$ cat src/rtl/moore_event_counter.sv
// moore_event_counter
//   Multi-channel Moore event counter. Each channel steps through states
//   S0..S(MODULUS-1) once per qualified event and wraps back to S0. An event
//   is either the input level (edge_mode=0) or its rising edge (edge_mode=1).
//
// Ports
//   clk        rising-edge clock
//   rst        asynchronous, active-high reset
//   en         global count enable (0 = every channel holds)
//   clr        synchronous clear of every channel to S0, beats en
//   edge_mode  0 = level events, 1 = rising-edge events
//   x          per-channel event inputs
//   y          Moore terminal flag, high while channel sits in S(MODULUS-1)
//   wrap       one-cycle pulse after a channel wrapped S(MODULUS-1) -> S0
//   count      per-channel state index, channel i at [i*CW +: CW]
module moore_event_counter #(
  parameter int CHANNELS = 4,
  parameter int MODULUS  = 4
) (
  input  logic                                                   clk,
  input  logic                                                   rst,
  input  logic                                                   en,
  input  logic                                                   clr,
  input  logic                                                   edge_mode,
  input  logic [CHANNELS-1:0]                                    x,
  output logic [CHANNELS-1:0]                                    y,
  output logic [CHANNELS-1:0]                                    wrap,
  output logic [CHANNELS*((MODULUS <= 2) ? 1 : $clog2(MODULUS))-1:0] count
);

  localparam int CW = (MODULUS <= 2) ? 1 : $clog2(MODULUS);
  localparam logic [CW-1:0] LAST = CW'(MODULUS - 1);

  logic [CW-1:0]       state_p0 [CHANNELS];
  logic [CW-1:0]       nxt_state [CHANNELS];
  logic [CHANNELS-1:0] nxt_wrap;
  logic [CHANNELS-1:0] nxt_y;
  logic [CHANNELS-1:0] x_d;
  logic [CHANNELS-1:0] ev;
  logic [CHANNELS-1:0] y_p0;
  logic [CHANNELS-1:0] wrap_p0;

  // Returns {wrap, next_state} for one channel. Codes above LAST only exist
  // when MODULUS is not a power of two; they fall back to S0 silently.
  function automatic logic [CW:0] step(input logic [CW-1:0] s, input logic ev_on);
    if (s > LAST)  return {1'b0, {CW{1'b0}}};
    if (!ev_on)    return {1'b0, s};
    if (s == LAST) return {1'b1, {CW{1'b0}}};
    return {1'b0, s + CW'(1)};
  endfunction

  // x_d always tracks x, so switching edge_mode or re-enabling never
  // manufactures a stale rising edge.
  always_comb begin
    ev = '0;
    if (en) ev = edge_mode ? (x & ~x_d) : x;
  end

  always_comb begin
    nxt_wrap = '0;
    nxt_y    = '0;
    for (int i = 0; i < CHANNELS; i++) begin
      nxt_state[i] = '0;
      if (!clr) {nxt_wrap[i], nxt_state[i]} = step(state_p0[i], ev[i]);
      nxt_y[i] = (nxt_state[i] == LAST);
    end
  end

  // ---- state register stage: outputs are registered with the state ----
  always_ff @(posedge clk or posedge rst) begin
    if (rst) begin
      x_d     <= '0;
      y_p0    <= '0;
      wrap_p0 <= '0;
      for (int i = 0; i < CHANNELS; i++) state_p0[i] <= '0;
    end else begin
      x_d     <= x;
      y_p0    <= nxt_y;
      wrap_p0 <= nxt_wrap;
      for (int i = 0; i < CHANNELS; i++) state_p0[i] <= nxt_state[i];
    end
  end

  assign y    = y_p0;
  assign wrap = wrap_p0;

  for (genvar g = 0; g < CHANNELS; g++) begin : g_count
    assign count[g*CW +: CW] = state_p0[g];
  end

endmodule

$ cat config.mk
export PLATFORM = sky130hd
export DESIGN_NAME = moore_event_counter
export DESIGN_NICKNAME = d
export VERILOG_FILES = /design/src/rtl/moore_event_counter.sv
export SDC_FILE = /design/constraint.sdc
export NUM_CORES = 1
export LEC_CHECK = 0
export BUFFER_PORTS_ARGS = -buffer_cell sky130_fd_sc_hd__buf_2
export CAP_MARGIN = 30
export CELL_PAD_IN_SITES_DETAIL_PLACEMENT = 1
export CELL_PAD_IN_SITES_GLOBAL_PLACEMENT = 2
export CORE_AREA = 2 2 52 58
export CTS_BUF_LIST = sky130_fd_sc_hd__clkbuf_8
export DETAILED_ROUTE_END_ITERATION = 7
export DIE_AREA = 0 0 54 60
export MAX_ROUTING_LAYER = met4
export PLACE_DENSITY = 0.84
export SLEW_MARGIN = 30
export SYNTH_ARGS = -nofsm -noshare
export SYNTH_HDL_FRONTEND = slang
export SYNTH_SLANG_ARGS = --single-unit
$ cat constraint.sdc
create_clock -name clk -period 2.05 [get_ports clk]
set_clock_uncertainty 0.05 [all_clocks]
set_input_delay 0.41 -clock clk [delete_from_list [all_inputs] [get_ports clk]]
set_output_delay 0.41 -clock clk [all_outputs]
set_load 0.01 [all_outputs]
After elaboration in Yosys (flattened, before gate mapping)
Index checks and enable logic that the tools add are counted.
{"block": "word_totals", "register_bits": 20, "elab_cells": 95, "in_bits": 9, "output_inout_bits": 16}
{"block": "op_classes", "n_bitwise": 2, "n_lt_le_gt_ge": 4, "n_addsub": 4, "eq_ne": 8, "muxes": 70}
{"cell": "$mux W3", "count": 24}
{"cell": "$mux W1", "count": 40}
{"cell": "$eq A2 B2 Y1 const B", "count": 8}
{"cell": "$add A2 B1 Y2 const B", "count": 4}
{"cell": "$gt A2 B2 Y1 const B", "count": 4}
{"cell": "$mux W2", "count": 4}
{"cell": "$mux W4", "count": 2}
{"cell": "$and A4 B4 Y4", "count": 1}
{"cell": "$not A4 Y4", "count": 1}

Longest topological paths before layout
Gate-level depths: netlist of the first run.
{"block": "logic_depth", "word_depth": 15, "depth_mapped": 4, "mapped_depth_nobuf": 4}

Worst setup path before layout of the first run
Ideal clock, no wire load.
{"block": "synth_timing", "kind": "reg-to-reg", "start": "register state_p0, in the netlist count[0]", "end": "register y_p0[0] (netlist: y[0])", "period_less_slack_ns": 1.386, "t_required_ns": 1.921, "arrival_time_ns": 1.256, "path_buffers": 0, "setup_ns": 0.079, "path_stages_with_launch": 4, "setup_slack_ns": 0.664, "cell_sequence": "dfrtp_1 -> ha_1 -> or4b_1 -> mux2i_1"}
{"block": "synth_via", "elab_chain_cells": 10, "word_cells_on_any_way": 16, "classes_between": "add/sub (1); order compare (1); eq/ne (2); mux (12)"}
{"item": "start, declared", "line_no": "34", "rtl": "logic [CW-1:0] state_p0 [CHANNELS];"}
{"item": "$eq A2 B2 Y1", "line_no": "48", "rtl": "if (s == LAST) return {1'b1, {CW{1'b0}}};"}
{"item": "$mux W1 (2 in series)", "line_no": "48"}
{"item": "$mux W1", "line_no": "47", "rtl": "if (!ev_on) return {1'b0, s};"}
{"item": "$mux W1", "line_no": "64", "rtl": "if (!clr) {nxt_wrap[i], nxt_state[i]} = step(state_p0[i], ev[i]);"}
{"item": "$mux W3", "line_no": "49", "rtl": "return {1'b0, s + CW'(1)};"}
{"item": "$mux W3", "line_no": "48"}
{"item": "$mux W3 (*)", "line_no": "47"}
{"item": "$mux W2 (*)", "line_no": "64"}
{"item": "$eq A2 B2 Y1 (*)", "line_no": "65", "rtl": "nxt_y[i] = (nxt_state[i] == LAST);"}
{"item": "net nxt_y[0]", "line_no": "37", "rtl": "logic [CHANNELS-1:0] nxt_y;"}
{"item": "end signal, assigned", "line_no": "78", "rtl": "y_p0 <= nxt_y;"}
{"item": "end, declared", "line_no": "40", "rtl": "logic [CHANNELS-1:0] y_p0;"}
Mark *: on every way through the listed nets, which the timed path passes. The rest lies on a longest branch. The select of a mux whose other input is x is not followed.

Worst setup path in the final report of the first run
Ends and elaborated chain as after synthesis.

==> flow_metrics.py, run 1 <==
metrics = {
    "logic_synthesis": {
        "yosysSeqAreaShare_pct": 54.6,
        "synth.avg_cell_area_um2": 11.6,
        "yosys_warnings": 0,
        "synth.most_common_cell": "dfrtp_1",
        "yosysTopAreaCellShare_pct": 54.6,
        "synth_edf_count": 0,
        "syn_inst": 79,
        "ys_seq_elements": 20,
        "synth_ff_type": "dfrtp_1",
        "syn-cell-area_um2": 917,
        "synth_top_area_cell": "dfrtp_1",
        "ys_types": 24,
        "synth-async-reset-ratio_pct": 100,
        "synthTopCellsByArea": "dfrtp_1 55%, mux2i_1 6.5%, ha_1 5.5%",
        "synth_commonest_cells": "20 x dfrtp_1, 8 x nand2_1, 6 x mux2i_1, 6 x nand2b_1, 4 x ha_1",
        "synth_nets": 92,
    },
    "pwr": {
        "pwr-share-seq_pct": 46.8,
        "p_sw_mw": 0.189,
        "leakagePower_nw": 0.586,
        "totalPowerFinal_mw": 0.892,
        "power.density_mw_per_mm2": 781,
        "p_int_mw": 0.703,
        "vdd_drop_max_v": 0.000423,
        "clkPwrFrac_pct": 43.8,
        "combPwrFrac_pct": 9.3,
        "swShare_pct": 21.2,
    },
    "clocking": {
        "cts_tree": "built",
        "clockBufferDepth": 2,
        "cts_resized": 0,
        "path_clk_slew_ns": 0.08,
        "ctsHoldBuffers": 0,
        "cts_setup_buffers": 0,
        "clockRootBuffer": "clkbuf_8",
        "clock_latency_ns": 0.26,
        "cts_sinks": 20,
        "cts_buffers": 3,
        "htree_levels": 1,
    },
    "global_routing": {
        "antenna_found_initial": 0,
        "track_usage_pct": 13.9,
        "grt_pass1_vias": 733,
        "grt_start_max_net_pins": 21,
        "grt_pass1_wl_mm": 3.17,
        "grt_overflow": 0,
    },
    "drt": {
        "vias_per_cell": 4.90,
        "num_vias": 681,
        "wl_per_cell_um": 13.2,
        "drtIter0Drc": 2,
        "postRouteAntennaNets": 0,
        "wl_mm": 1.84,
        "post-route-drc-count": 0,
        "first_pass_iters": 2,
    },
    "floorplan": {
        "rows": 20,
        "dieWidth_um": 54,
        "dieHeight_um": 60,
        "coreArea_mm2": 0.00270,
        "initial_core_util_pct": 33.9,
        "num_io_pins": 25,
        "die-area_mm2": 0.00324,
    },
    "critical_path": {
        "worstSetupStartpointType": "flop",
        "rr_startpoint": "count[0]$_DFF_PP0_",
        "path_class": "flop to flop",
        "critical-path-max-stage-delay_ns": 0.44,
        "critical_path_required_ns": 2.18,
        "cp_cell_sequence": "ha_1 > or4b_1 > mux2i_1",
        "crit_path_end_kind": "flop",
        "cp_max_fo": 5,
        "worst_path_max_delay_cell": "or4b_1",
        "critPathArrivalTime_ns": 1.55,
        "startpoint": "count[0]$_DFF_PP0_",
    },
    "timing": {
        "slew_viol_final": 0,
        "worstMarginPinSlew_ns": 0.342,
        "rsz0062_at_grt": "no",
        "holdWs_ns": 0.110,
        "fmax_ghz": 0.702,
        "worst_slack_ns": 0.626,
        "setup_viol": 0,
        "hold_violations": 0,
        "finalCriticalPeriod_ns": 1.42,
        "period_share_pct": 69.5,
        "tns_ns": 0,
        "max_slew_margin_pct": 76.9,
    },
    "place": {
        "placement.io_buffers": 24,
        "dp_worst_setup_slack_ns": 0.626,
        "place.gp.congestion": 0.747,
    },
    "cells_and_area": {
        "utilization_pct": 42.3,
        "nets": 120,
        "antenna_cells": 0,
        "layout-drive-gt1-share_pct": 30.2,
        "area_growth_pct": 24.6,
    },
    "worst_hold_path": {
        "hp-class": "input port to async pin",
    },
    "status": {
        "status": "finished, final reports clean",
    },
    "flow_run": {
        "drv_cap": 0,
    },
}
[metal layers]
layer	track usage [%]	part of all wire [%]	vias up	routed length, µm
li1	-	-	328	-
met1	16.6	44	335	806
met2	23.3	50	16	926
met3	1.50	4.9	2	89
met4	6.43	0.65	0	12
met5	-	0	-	0
[critical path: cells and delay by family, from the launching register on]
kind	cells	cell delay [ns]
adders and majority gates	1	0.31
DFF	1	0.42
muxes	1	0.14
and+or+nand+nor	1	0.44
[final cells by class]
type / count / area, µm²
clock buffer: 3 / 41.3
clock inverter: 1 / 30.0
fill: 323 / 1560
inverter: 1 / 3.75
multi-input combinational: 56 / 398
sequential: 20 / 500
tap: 33 / 41.3
timing repair buffer: 25 / 128
[registers in the layout (all words and copies together) (netlist names)]
signal	flops
wrap	4
y	4
count	8
x_d	4
[cell families (layout without fill, tap and decap cells)]
family                   count (synthesis)  in the layout  share of synthesized area (%)
flip-flops                              20             20                           54.6
AND/OR/NAND/NOR                         35             35                           22.2
AO/OA/AOI/OAI                            8              8                           5.46
buffers and inverters                    3             30                           2.05
multiplexers                             9              9                           10.2
adder cells (fa/ha/maj)                  4              4                           5.46
[path summary, 6_finish.rpt]
kind,to,slack (ns),depth (start not counted)
max,y[0]$_DFF_PP0_,0.63,3
min,x_d[0]$_DFF_PP0_,0.11,3
max reg2reg,y[0]$_DFF_PP0_,0.63,3
min reg2reg,y[0]$_DFF_PP0_,0.52,2
max in group asynchronous,count[1]$_DFF_PP0_,1.63,3
min in group clk,x_d[0]$_DFF_PP0_,0.23,1
[cell usage in the layout, fill, tap and decap left out, types with 3 or more instances in the layout]
cell type / instances
mux2_1: 3
and2_1: 3
buf_2: 24
nand2b_1: 6
nor3_1: 3
nor2b_1: 3
mux2i_1: 6
dfrtp_1: 20
nand2_1: 8
ha_1: 4
a21oi_1: 3
clkbuf_8: 3
[power groups by stage]
stage	Combinational [mW]	Clock, mW	Sequential [mW]
4_1_cts	0.0858	0.400	0.418
5_1_grt	0.0955	0.419	0.420
3_3_place_gp	0.0826	0	0.425
3_5_place_dp	0.0850	0	0.426
2_1_floorplan	0.0498	0	0.428
6_report	0.0831	0.391	0.418
[per-stage QoR]
stage	area [µm²]	std cells
after floorplan	917	79
after global placement	1070	135
after detailed placement	1070	135
after CTS	1140	139
after global routing	1140	139
final	1140	139
(Power assumes the default switching activity.)
==> inputs of run 2 (changes only) <==
- CORE_AREA: 2 2 52 58 -> 2 2 54 61
- DIE_AREA: 0 0 54 60 -> 0 0 56 63
- PLACE_DENSITY: 0.84 -> 0.78
- clock period: 2.05 -> 1.4 ns (I/O delays scaled with it)
==> flow_metrics.py, run 2 (synthesis results as in run 1) <==
metrics = {
    "floorplan": {
        "dieWidth_um": 56,
        "rows": 21,
        "dieHeight_um": 63,
        "die-area_mm2": 0.00353,
        "num_io_pins": 25,
        "initial_core_util_pct": 31.2,
        "coreArea_mm2": 0.00294,
    },
    "drt": {
        "vias_per_cell": 4.84,
        "wl_per_cell_um": 13.8,
        "wl_mm": 2.07,
        "num_vias": 726,
        "first_pass_iters": 4,
        "postRouteAntennaNets": 0,
        "post-route-drc-count": 0,
        "drtIter0Drc": 12,
    },
    "timing": {
        "rsz0062_at_grt": "yes",
        "slew_viol_final": 0,
        "max_slew_margin_pct": 78.5,
        "worst_slack_ns": -0.0148,
        "worstMarginPinSlew_ns": 0.317,
        "hold_violations": 0,
        "setup_viol": 1,
        "fmax_ghz": 0.707,
        "holdWs_ns": 0.0972,
        "period_share_pct": 101,
        "tns_ns": -0.0148,
        "finalCriticalPeriod_ns": 1.41,
    },
    "place": {
        "placed_area_mm2": 0.00114,
        "placement.io_buffers": 24,
        "place.gp.congestion": 0.702,
        "dpl.cell_count": 145,
        "dp_worst_setup_slack_ns": 0.00914,
        "dpl.hpwl_mm": 1.57,
    },
    "clocking": {
        "clockRootBuffer": "clkbuf_8",
        "path_clk_slew_ns": 0.07,
        "clockBufferDepth": 2,
        "htree_levels": 1,
        "cts_tree": "built",
        "cts_sinks": 20,
        "cts_buffers": 3,
        "clock_latency_ns": 0.25,
    },
    "cells_and_area": {
        "largest_reg_flops": 8,
        "layout-drive-gt1-share_pct": 38.8,
        "utilization_pct": 41.6,
        "fill_cells": 353,
        "mostFrequentLayoutCell": "buf_2",
        "nets": 131,
        "area_growth_pct": 33.4,
        "multi_input_area_um2": 422,
        "stdcell_count": 150,
        "final_cell_mix": "24 x buf_2, 19 x dfrtp_1, 11 x buf_4, 8 x nand2_1, 6 x mux2i_1",
        "design_area_mm2": 0.00122,
        "register_area_um2": 502,
        "antenna_cells": 0,
    },
    "pwr": {
        "p_int_mw": 0.867,
        "vdd_drop_max_v": 0.000415,
        "p_sw_mw": 0.265,
        "clkPwrFrac_pct": 31.8,
        "leakagePower_nw": 0.632,
        "totalPowerFinal_mw": 1.13,
        "combPwrFrac_pct": 14.5,
        "pwr-share-seq_pct": 53.8,
        "swShare_pct": 23.4,
        "power.density_mw_per_mm2": 925,
    },
    "status": {
        "status": "finished with violations",
        "violations": "setup timing",
    },
    "critical_path": {
        "worst_path_max_delay_cell": "or4b_4",
        "rr_startpoint": "count[1]$_DFF_PP0_",
        "critical-path-max-stage-delay_ns": 0.46,
        "worstSetupStartpointType": "flop",
        "cp_max_fo": 2,
        "timing.rr.end": "y[0]$_DFF_PP0_",
        "r2r_cells": 3,
        "crit_path_end_kind": "flop",
        "critPathArrivalTime_ns": 1.54,
        "path_class": "flop to flop",
        "r2r_slack_ns": -0.01,
        "critical_path_required_ns": 1.53,
        "cp_cell_sequence": "ha_1 > or4b_4 > mux2i_1",
    },
    "global_routing": {
        "grt_pass1_vias": 818,
        "grt_pass1_wl_mm": 3.52,
        "grt_overflow": 0,
        "antenna_found_initial": 0,
        "grt_start_max_net_pins": 21,
        "track_usage_pct": 12.9,
    },
    "flow_run": {
        "drv_cap": 0,
    },
    "worst_hold_path": {
        "hp-start": "x[1]",
        "hp-class": "input port to flop",
        "holdPathEnd": "x_d[1]$_DFF_PP0_",
        "hold_depth": 1,
    },
}
==> run 2: power groups by stage <==
stage	Clock, mW	Combinational, mW	Sequential, mW
final	0.360	0.164	0.609
after global routing	0.407	0.183	0.611
after CTS	0.382	0.154	0.607
after detailed placement	0	0.151	0.619
after global placement	0	0.146	0.618
after floorplan	0	0.0729	0.627
==> run 2: worst max path at each step <==
stage,startpoint,endpoint
floorplan,count[0]$_DFF_PP0_,y[0]$_DFF_PP0_
global placement,count[0]$_DFF_PP0_,y[0]$_DFF_PP0_
detailed placement,count[0]$_DFF_PP0_,y[0]$_DFF_PP0_
CTS,count[0]$_DFF_PP0_,y[0]$_DFF_PP0_
global route,count[1]$_DFF_PP0_,y[0]$_DFF_PP0_
finish,count[1]$_DFF_PP0_,y[0]$_DFF_PP0_
==> run 2: metal layers <==
metal / global-route usage [%] / wire (µm) / vias to the layer above
li1: - / - / 353
met1: 14.5 / 885 / 349
met2: 21.2 / 1060 / 18
met3: 2.90 / 84 / 6
met4: 7.14 / 44 / 0
met5: - / 0 / -
==> run 2: final cells by class <==
type | count | area share, %
flip-flops and latches | 20 | 41.0
multi-input cells | 56 | 34.5
repair buffers | 36 | 17.4
well taps | 34 | 3.48
clock buffers | 3 | 3.37
inverters | 1 | 0.307
==> run 2: worst max-delay path: cells and delay by family (launching register included) <==
kind	cells	cell delay, ns
simple gates	1	0.46
mux	1	0.14
fa+ha+maj	1	0.30
flops	1	0.39
==> run 2: repair_timing <==
action,in CTS,in global routing
endpoints found under the hold margin,13,0
gates resized for setup,0,4
pin swaps,0,2
hold buffers,1,0
endpoints found under the setup margin,1,2
setup buffers,0,1
==> inputs of run 3 (changes only) <==
- CELL_PAD_IN_SITES_DETAIL_PLACEMENT: 1 -> 0
==> flow_metrics.py, run 3 (synthesis results as in run 1) <==
metrics = {
    "pwr": {
        "power.density_mw_per_mm2": 975,
        "leakagePower_nw": 0.628,
        "p_sw_mw": 0.270,
        "pwr-share-seq_pct": 51.2,
        "combPwrFrac_pct": 12.6,
        "swShare_pct": 22.7,
        "totalPowerFinal_mw": 1.19,
        "clkPwrFrac_pct": 36.2,
        "p_int_mw": 0.917,
        "vdd_drop_max_v": 0.000443,
    },
    "cells_and_area": {
        "layout-drive-gt1-share_pct": 36.2,
        "antenna_cells": 0,
        "design_area_mm2": 0.00122,
        "largest_reg_flops": 8,
        "utilization_pct": 41.4,
        "nets": 130,
        "mostFrequentLayoutCell": "buf_2",
        "final_cell_mix": "24 x buf_2, 20 x dfrtp_1, 10 x buf_4, 8 x nand2_1",
        "area_growth_pct": 32.7,
    },
    "timing": {
        "finalCriticalPeriod_ns": 1.36,
        "setup_viol": 0,
        "rsz0062_at_grt": "yes",
        "worstMarginPinSlew_ns": 0.276,
        "slew_viol_final": 0,
        "hold_violations": 0,
        "holdWs_ns": 0.0969,
        "max_slew_margin_pct": 81.3,
        "period_share_pct": 97.0,
        "fmax_ghz": 0.736,
    },
    "drt": {
        "first_pass_iters": 4,
        "vias_per_cell": 4.81,
        "num_vias": 722,
        "wl_mm": 1.73,
        "wl_per_cell_um": 11.5,
        "drtIter0Drc": 19,
        "post-route-drc-count": 0,
        "postRouteAntennaNets": 0,
    },
    "clocking": {
        "cts_sinks": 20,
        "cts_tree": "built",
        "htree_levels": 1,
        "clockRootBuffer": "clkbuf_8",
        "cts_buffers": 3,
        "clock_latency_ns": 0.25,
        "cts_setup_buffers": 0,
        "path_clk_slew_ns": 0.07,
        "clockBufferDepth": 2,
    },
    "floorplan": {
        "die-area_mm2": 0.00353,
        "dieHeight_um": 63,
        "rows": 21,
        "dieWidth_um": 56,
        "coreArea_mm2": 0.00294,
        "num_io_pins": 25,
        "initial_core_util_pct": 31.2,
    },
    "global_routing": {
        "antenna_found_initial": 0,
        "grt_overflow": 0,
        "track_usage_pct": 10.9,
        "grt_pass1_wl_mm": 2.99,
        "grt_start_max_net_pins": 21,
        "grt_pass1_vias": 704,
    },
    "critical_path": {
        "crit_buf_inv": 0,
        "r2r_cells": 3,
        "timing.rr.end": "y[0]$_DFF_PP0_",
        "critical-path-max-stage-delay_ns": 0.42,
        "startpoint": "count[1]$_DFF_PP0_",
        "cp_max_fo": 2,
        "r2r_slack_ns": 0.04,
        "critical_path_required_ns": 1.53,
        "rr_startpoint": "count[1]$_DFF_PP0_",
        "worst_path_max_delay_cell": "or4b_1",
        "path_class": "flop to flop",
        "critPathArrivalTime_ns": 1.49,
        "crit_end": "y[0]$_DFF_PP0_",
        "worstSetupStartpointType": "flop",
        "crit_path_end_kind": "flop",
        "crit_family": "simple AND/OR/NAND/NOR gates",
        "worst-path-stages": 3,
        "cp_cell_sequence": "ha_4 > or4b_1 > mux2i_1",
    },
    "place": {
        "placement.io_buffers": 24,
        "dpl.hpwl_mm": 1.33,
        "placed_area_mm2": 0.00114,
        "place.gp.congestion": 0.702,
    },
    "worst_hold_path": {
        "hp-class": "input port to flop",
    },
    "status": {
        "status": "finished, final reports clean",
    },
    "flow_run": {
        "drv_cap": 0,
    },
}
-- run 3: cell count changes in the layout (fill, tap and decap cells not counted) --
cell      previous run  this run
buf_4               11        10
nand2b_1             5         6
nand2b_4             1         0
or4b_4               1         0
dfrtp_2              1         0
clkbuf_8             3         4
or4b_1               0         1
dfrtp_1             19        20
-- run 3: how the worst min path moves through the flow --
stage	startpoint	endpoint	slack, ns	cells past startpoint
detailed placement	rst	y[2]$_DFF_PP0_	0.27	3
CTS	x[1]	x_d[1]$_DFF_PP0_	0.09	1
floorplan	rst	count[0]$_DFF_PP0_	0.19	1
global route	x[1]	x_d[1]$_DFF_PP0_	0.09	1
global placement	rst	y[2]$_DFF_PP0_	0.27	3
finish	x[1]	x_d[1]$_DFF_PP0_	0.1	1
-- run 3: worst reg2reg max path, cell delays in order, from the launching register on --
cell	delay, ns
dfrtp_1	0.41
ha_4	0.27
or4b_1	0.42
mux2i_1	0.13
-- run 3: metrics by stage --
stage	cells	TNS, ns	worst slack, ns
2_1_floorplan	79	0	0.0142
3_3_place_gp	145	0	0.0776
3_5_place_dp	145	0	0.0510
4_1_cts	150	0	0.0341
5_1_grt	150	-0.0424	-0.0424
6_report	150	0	0.0419
-- run 3: per-layer routing --
layer / vias up / wire length (µm) / share of wire, % / GRT usage, %
met5: - / 0 / 0 / -
met4: 0 / 8 / 0.46 / 3.57
met3: 2 / 86 / 5.0 / 2.48
met2: 16 / 852 / 49 / 17.5
met1: 349 / 781 / 45 / 13.4
li1: 355 / - / - / -
-- run 3: cell type report --
class / instances / area (µm²)
Sequential cell: 20 / 500
Multi-Input combinational cell: 56 / 410
Timing Repair Buffer: 35 / 205
Clock buffer: 4 / 55.1
Fill cell: 287 / 1730
Tap cell: 34 / 42.5
Inverter: 1 / 3.75
-- run 3: power groups by stage --
stage          Clock [mW]  Sequential, mW  Combinational (mW)
2_1_floorplan           0           0.627              0.0729
3_3_place_gp            0           0.618               0.146
3_5_place_dp            0           0.618               0.148
4_1_cts             0.450           0.607               0.150
5_1_grt             0.470           0.611               0.168
6_report            0.430           0.608               0.149
-- run 3: what timing repair did --
item | in CTS | in global routing
endpoints found under the setup margin | 0 | 1
hold buffers | 1 | 0
resized for setup | 0 | 1
endpoints found under the hold margin | 20 | 0
